`config.mk`:
```
export PLATFORM = sky130hd
export DESIGN_NAME = mfm_shift
export DESIGN_NICKNAME = d
export VERILOG_FILES = /design/src/rtl/mfm_pkg.sv /design/src/rtl/mfm_shift.sv
export SDC_FILE = /design/constraint.sdc
export NUM_CORES = 1
export LEC_CHECK = 0
export BUFFER_PORTS_ARGS = -buffer_cell sky130_fd_sc_hd__buf_2
export CAP_MARGIN = 30
export CORE_MARGIN = 2
export CORE_UTILIZATION = 45
export CTS_CLUSTER_SIZE = 16
export DETAILED_ROUTE_END_ITERATION = 8
export PLACE_DENSITY = 0.75
export SLEW_MARGIN = 20
export SYNTH_ARGS = -nofsm -noshare
export SYNTH_HDL_FRONTEND = slang
export SYNTH_SLANG_ARGS = --single-unit
```
`constraint.sdc`:
```
create_clock -name clk -period 3.5 [get_ports clk]
set_input_delay 1.05 -clock clk [delete_from_list [all_inputs] [get_ports clk]]
set_output_delay 1.05 -clock clk [all_outputs]
set_load 0.01 [all_outputs]
```
`src/rtl/mfm_pkg.sv`:
```
`default_nettype none
// ============================================================================
//  Module      : mfm_pkg
//  Description : Shared constants for the MFM flux-transition generator.
//  Revision    : 1.0  initial release
// ============================================================================
package mfm_pkg;

    localparam int MFM_PULSE_W    = 3;
    localparam int MFM_CELL_CLKS  = 4;
    localparam int MFM_PULSE_CLKS = 1;

    // Nominal interval codes produced by the MFM encoder
    localparam int MFM_2T = 2;
    localparam int MFM_3T = 3;
    localparam int MFM_4T = 4;

endpackage : mfm_pkg
`default_nettype wire

```
`src/rtl/mfm_shift.sv`:
```
`default_nettype none
// ============================================================================
//  Module      : mfm_shift
//  Description : Emits one flux pulse per captured interval of pulses*CELL_CLKS
//                cycles and flags completion on done.
//  Revision    : 1.0  initial release
// ============================================================================
module mfm_shift
    import mfm_pkg::*;
#(
    parameter int PULSE_W    = MFM_PULSE_W,
    parameter int CELL_CLKS  = MFM_CELL_CLKS,
    parameter int PULSE_CLKS = MFM_PULSE_CLKS,
    parameter int CNT_W      = 8
) (
    input  logic               clk,
    input  logic               rst_n,
    input  logic               load,
    input  logic [PULSE_W-1:0] pulses,
    output logic               so,
    output logic               done
);

    localparam logic [CNT_W-1:0] C_PULSE_CLKS = CNT_W'(PULSE_CLKS);
    localparam logic [CNT_W-1:0] C_CELL_CLKS  = CNT_W'(CELL_CLKS);
    localparam logic [CNT_W-1:0] C_ONE        = CNT_W'(1);

    logic             active_q, active_d;
    logic [CNT_W-1:0] cnt_q,    cnt_d;
    logic [CNT_W-1:0] len_q,    len_d;
    logic             so_q,     so_d;
    logic             done_q,   done_d;

    logic [CNT_W-1:0] len_new;
    logic [CNT_W-1:0] cnt_inc;
    logic             start;

    assign len_new = CNT_W'(pulses) * C_CELL_CLKS;
    assign cnt_inc = cnt_q + C_ONE;
    // A zero-length request is ignored, so an active interval keeps running.
    assign start   = load && (pulses != '0);

    always_comb begin
        active_d = active_q;
        cnt_d    = cnt_q;
        len_d    = len_q;
        so_d     = so_q;
        done_d   = done_q;
        if (start) begin
            active_d = 1'b1;
            cnt_d    = '0;
            len_d    = len_new;
            so_d     = 1'b1;
            done_d   = 1'b0;
        end else if (active_q) begin
            if (cnt_q == len_q - C_ONE) begin
                active_d = 1'b0;
                cnt_d    = '0;
                so_d     = 1'b0;
                done_d   = 1'b1;
            end else begin
                cnt_d = cnt_inc;
                so_d  = (cnt_inc < C_PULSE_CLKS);
            end
        end else begin
            so_d   = 1'b0;
            done_d = 1'b1;
        end
    end

    always_ff @(posedge clk or negedge rst_n) begin
        if (!rst_n) begin
            active_q <= 1'b0;
            cnt_q    <= '0;
            len_q    <= '0;
            so_q     <= 1'b0;
            done_q   <= 1'b1;
        end else begin
            active_q <= active_d;
            cnt_q    <= cnt_d;
            len_q    <= len_d;
            so_q     <= so_d;
            done_q   <= done_d;
        end
    end

    assign so   = so_q;
    assign done = done_q;

endmodule : mfm_shift
`default_nettype wire

```
# After elaboration in Yosys (flattened, before gate mapping)
# Index checks and enable logic that the tools add are counted.
[totals]
ff_bits = 14
wordCells = 25
[classes]
addsub = 2
order_cmp = 1
eq_ne = 2
mux = 12
reduce_logical = 3
[op_table]
columns = ["op", "n"]
rows = [
  ["8-bit 2-to-1 mux", 3],
  ["1-bit 2-to-1 mux", 9],
  ["8-bit by 1-bit adder with 8-bit output (second input constant)", 1],
  ["8-bit equality test", 1],
  ["8-bit by 1-bit less-than comparator with 1-bit output (second input constant)", 1],
  ["5-bit by 1-bit subtractor with 6-bit output (second input constant)", 1],
  ["3-bit by 1-bit != test with 1-bit output (second input constant)", 1],
  ["3-bit nonzero test", 1],
  ["2-bit nonzero test", 1],
  ["1-bit logical AND", 1],
]

# Logic depth before layout (Yosys ltp)
[logic_depth]
depth_word = 5
ltp_mapped = 6
depth_no_buf = 6

# Worst setup path after synthesis
# OpenSTA, ideal clock, no wires.
[synth_timing]
kind = "input -> register"
from = "input pulses[1]"
to = "register cnt_q[2]"
setup_ps = 74
arrival_ps = 2008
t_required_ps = 3426
slack_ps = 1418
stages = 3
path_buffers = 0
path_cell_list = "o31ai_1 -> o31ai_1 -> nor2_1"
[synth_via]
elab_chain_len = 3
word_cells_on_any_way = 4
classes_between = "1 x mux; 3 x reduce/logical"
[synth_rtl]
columns = ["element", "line", "rtl"]
rows = [
  ["from (decl)", "mfm_shift.sv:19", "input logic [PULSE_W-1:0] pulses,"],
  ["3-bit nonzero test *", "mfm_shift.sv:41", "assign start = load && (pulses != '0);"],
  ["1-bit logical AND *", "mfm_shift.sv:41", ""],
  ["8-bit 2-to-1 mux / 2-bit nonzero test (equally long branches)", "n/a", ""],
  ["to (signal assigned)", "mfm_shift.sv:80", "cnt_q <= cnt_d;"],
  ["to (decl)", "mfm_shift.sv:29", "logic [CNT_W-1:0] cnt_q, cnt_d;"],
]
# Every way passes the cells marked *; elsewhere a longest branch is shown, timed or not.
# A chain may end at the register's enable or synchronous reset.

# Worst setup path in the final report
[layout_timing]
from = "register done_q (netlist: done)"
to = "output done"
[layout_lines]
columns = ["element", "line", "rtl"]
rows = [
  ["from (decl)", "mfm_shift.sv:32", "logic done_q, done_d;"],
  ["from (signal assigned)", "mfm_shift.sv:83", "done_q <= done_d;"],
  ["to (decl)", "mfm_shift.sv:21", "output logic done"],
]
# No word-level cell between the ends.

==> results_dict.tcl <==
set metrics [dict create \
    synth_top_area_cell "dfrtp_1" \
    ant_nets 0 \
    grt_pass1_vias 531 \
    hold_depth 1 \
    synth.avg_cell_area_um2 10.9 \
    initial_utilization 0.470 \
    rows 15 \
    post-route-drc-count 0 \
    hpwl_um 1060 \
    synth.net_count 82 \
    syn-cell-area_um2 793 \
    post_cts_buffers 0 \
    grt_first_pass_wirelength_um 2360 \
    end_kind "output pin" \
    cts.hold.buffers_added 0 \
    ys_seq_area_frac 0.443 \
    placed_area_um2 846 \
    p_per_area_nw_per_um2 416 \
    cts_tree "done" \
    die_y_um 46.0 \
    finalNonFillerCells 101 \
    vias 571 \
    maxCapViolCount 0 \
    antenna_found_initial 0 \
    area_delta_synth_final_pct 11.2 \
    clock_latency_ns 0.27 \
    whs_ns 0.538 \
    cp_num_cells 1 \
    ir_drop_uv 184 \
    cp.required_ns 2.45 \
    worstSetupPathType "flop to output pin" \
    root_buffer "clkbuf_4" \
    netlist.area_leader.share 0.410 \
    final.setup.tns_ns 0 \
    synthCells 73 \
    track_usage 0.158 \
    grt_max_degree 15 \
    cp.buffers_inverters 1 \
    crit_family "flip-flops" \
    drive_gt1_frac 0.202 \
    synth_cell_types 29 \
    rsz0062_at_grt "false" \
    drt-wirelength-per-cell_um 13.6 \
    crit_path_max_fanout 2 \
    drt_iter0_drc 10 \
    nets 94 \
    fin_skew_ns 0.000495 \
    min_path_type "flop to flop" \
    period_share 0.565 \
    status "completed" \
    synthFlopType "dfrtp_1" \
    die-area_um2 2110 \
    wirelength_um 1370 \
    ys_ff_latch 14 \
    globalplace.congestion 0.792 \
    clockBufferDepth 2 \
    cp_slowest_cell "dfstp_2" \
    start_kind "flop" \
    numClockSinks 14 \
    finalHoldViolCount 0 \
    slew_viol_final 0 \
    cp_slowest_stage_delay_ns 0.53 \
    io_buffers 7 \
    fin_area_um2 882 \
    antenna_cells 0 \
    synth_common_cells "dfrtp_1, nand2_1, xor2_1" \
    worstPathArrival_ns 0.93 \
    crit_chain "buf_2" \
    max_slew_margin 0.725 \
    fin_crit_ns 1.98 \
    r2r_cells 6 \
    cts_made_buffers 3 \
    post_cts_resized 0 \
    dpl.cell_count 97 \
    synthTopCellsByArea "dfrtp_1, xor2_1, ha_1" \
    cts-htree-levels 1 \
    die_w_um 46.0 \
    synth_edf_count 0 \
    first_pass_iters 4 \
    grt-ovfl-total 0 \
    viasPerCell 5.65 \
    io_pins 8 \
    async_reset_ff_frac 1.00 \
    path_clk_slew_ns 0.08 \
    max_freq_mhz 506 \
    yosys_warnings 0 \
    worstMarginPinSlew_ns 0.409 \
    yosysMostFrequentCell "dfrtp_1" \
    p_leak_nw 0.413 \
    setup_viol 0 \
    core_area_um2 1690 \
]
-- worst paths after layout --
check	from	to	slack, ns
worst min register to register	done	done	0.54
worst max register to register	len_q[2]	cnt_q[5]	1.75
worst max-delay path	done	done	1.52
worst min-delay path	done	done	0.54
min in group asynchronous	rst_n	len_q[2]	0.65
max in group asynchronous	rst_n	done	2.56
-- per-stage QoR --
step | util | worst slack [ns] | total power [mW]
2_1_floorplan | - | 1.42 | 0.234
3_3_place_gp | 0.501 | 1.53 | 0.253
3_5_place_dp | 0.501 | 1.46 | 0.256
4_1_cts | 0.522 | 1.51 | 0.372
5_1_grt | 0.522 | 1.47 | 0.393
6_report | 0.522 | 1.52 | 0.367
-- state kept, by name, summed over array words and instances (netlist names) --
name	count
active_q	1
cnt_q	8
done	1
len_q	3
so	1
-- where the power goes --
group	total (mW)	switching [mW]	internal, mW
sequential	0.193	0.0167	0.176
clock	0.115	0.0516	0.0632
combinational	0.0597	0.0312	0.0285
-- area by class of cell --
type,count,area [µm²]
Fill cell,151,807
Multi-Input combinational cell,55,419
Sequential cell,14,352
Timing Repair Buffer,8,42.5
Clock buffer,4,36.3
Tap cell,17,21.3
Inverter,3,11.3
-- cell usage in the layout (no fill, tap or decap), drive strengths merged --
| cell | n |
|---|---|
| a21oi | 1 |
| a22o | 2 |
| a32o | 3 |
| and2 | 1 |
| and3 | 3 |
| and4 | 1 |
| buf | 8 |
| clkbuf | 4 |
| dfrtp | 13 |
| dfstp | 1 |
| ha | 3 |
| inv | 3 |
| mux2i | 1 |
| nand2 | 7 |
| nand3 | 3 |
| nand4 | 2 |
| nor2 | 4 |
| nor3 | 2 |
| o2111ai | 1 |
| o21a | 2 |
| o21ai | 3 |
| o31a | 1 |
| o31ai | 4 |
| o41ai | 1 |
| xnor2 | 2 |
| xnor3 | 1 |
| xor2 | 7 |
-- per-layer routing --
metal / global-route usage / wire, µm
met3: 0.0357 / 48
met2: 0.231 / 627
met5: 0 / 0
met4: 0.0857 / 17
met1: 0.215 / 680
-- logic make-up after synthesis --
| logic type | after synthesis | share of synthesized area |
|---|---|---|
| muxes | 1 | 0.0126 |
| and+or+nand+nor | 23 | 0.151 |
| AOI/OAI and AO/OA | 18 | 0.189 |
| adders and majority gates | 3 | 0.0473 |
| DFF | 14 | 0.443 |
| xor gates and xnor gates | 10 | 0.128 |
| buffers and inverters | 4 | 0.0284 |
(Power assumes the default switching activity.)
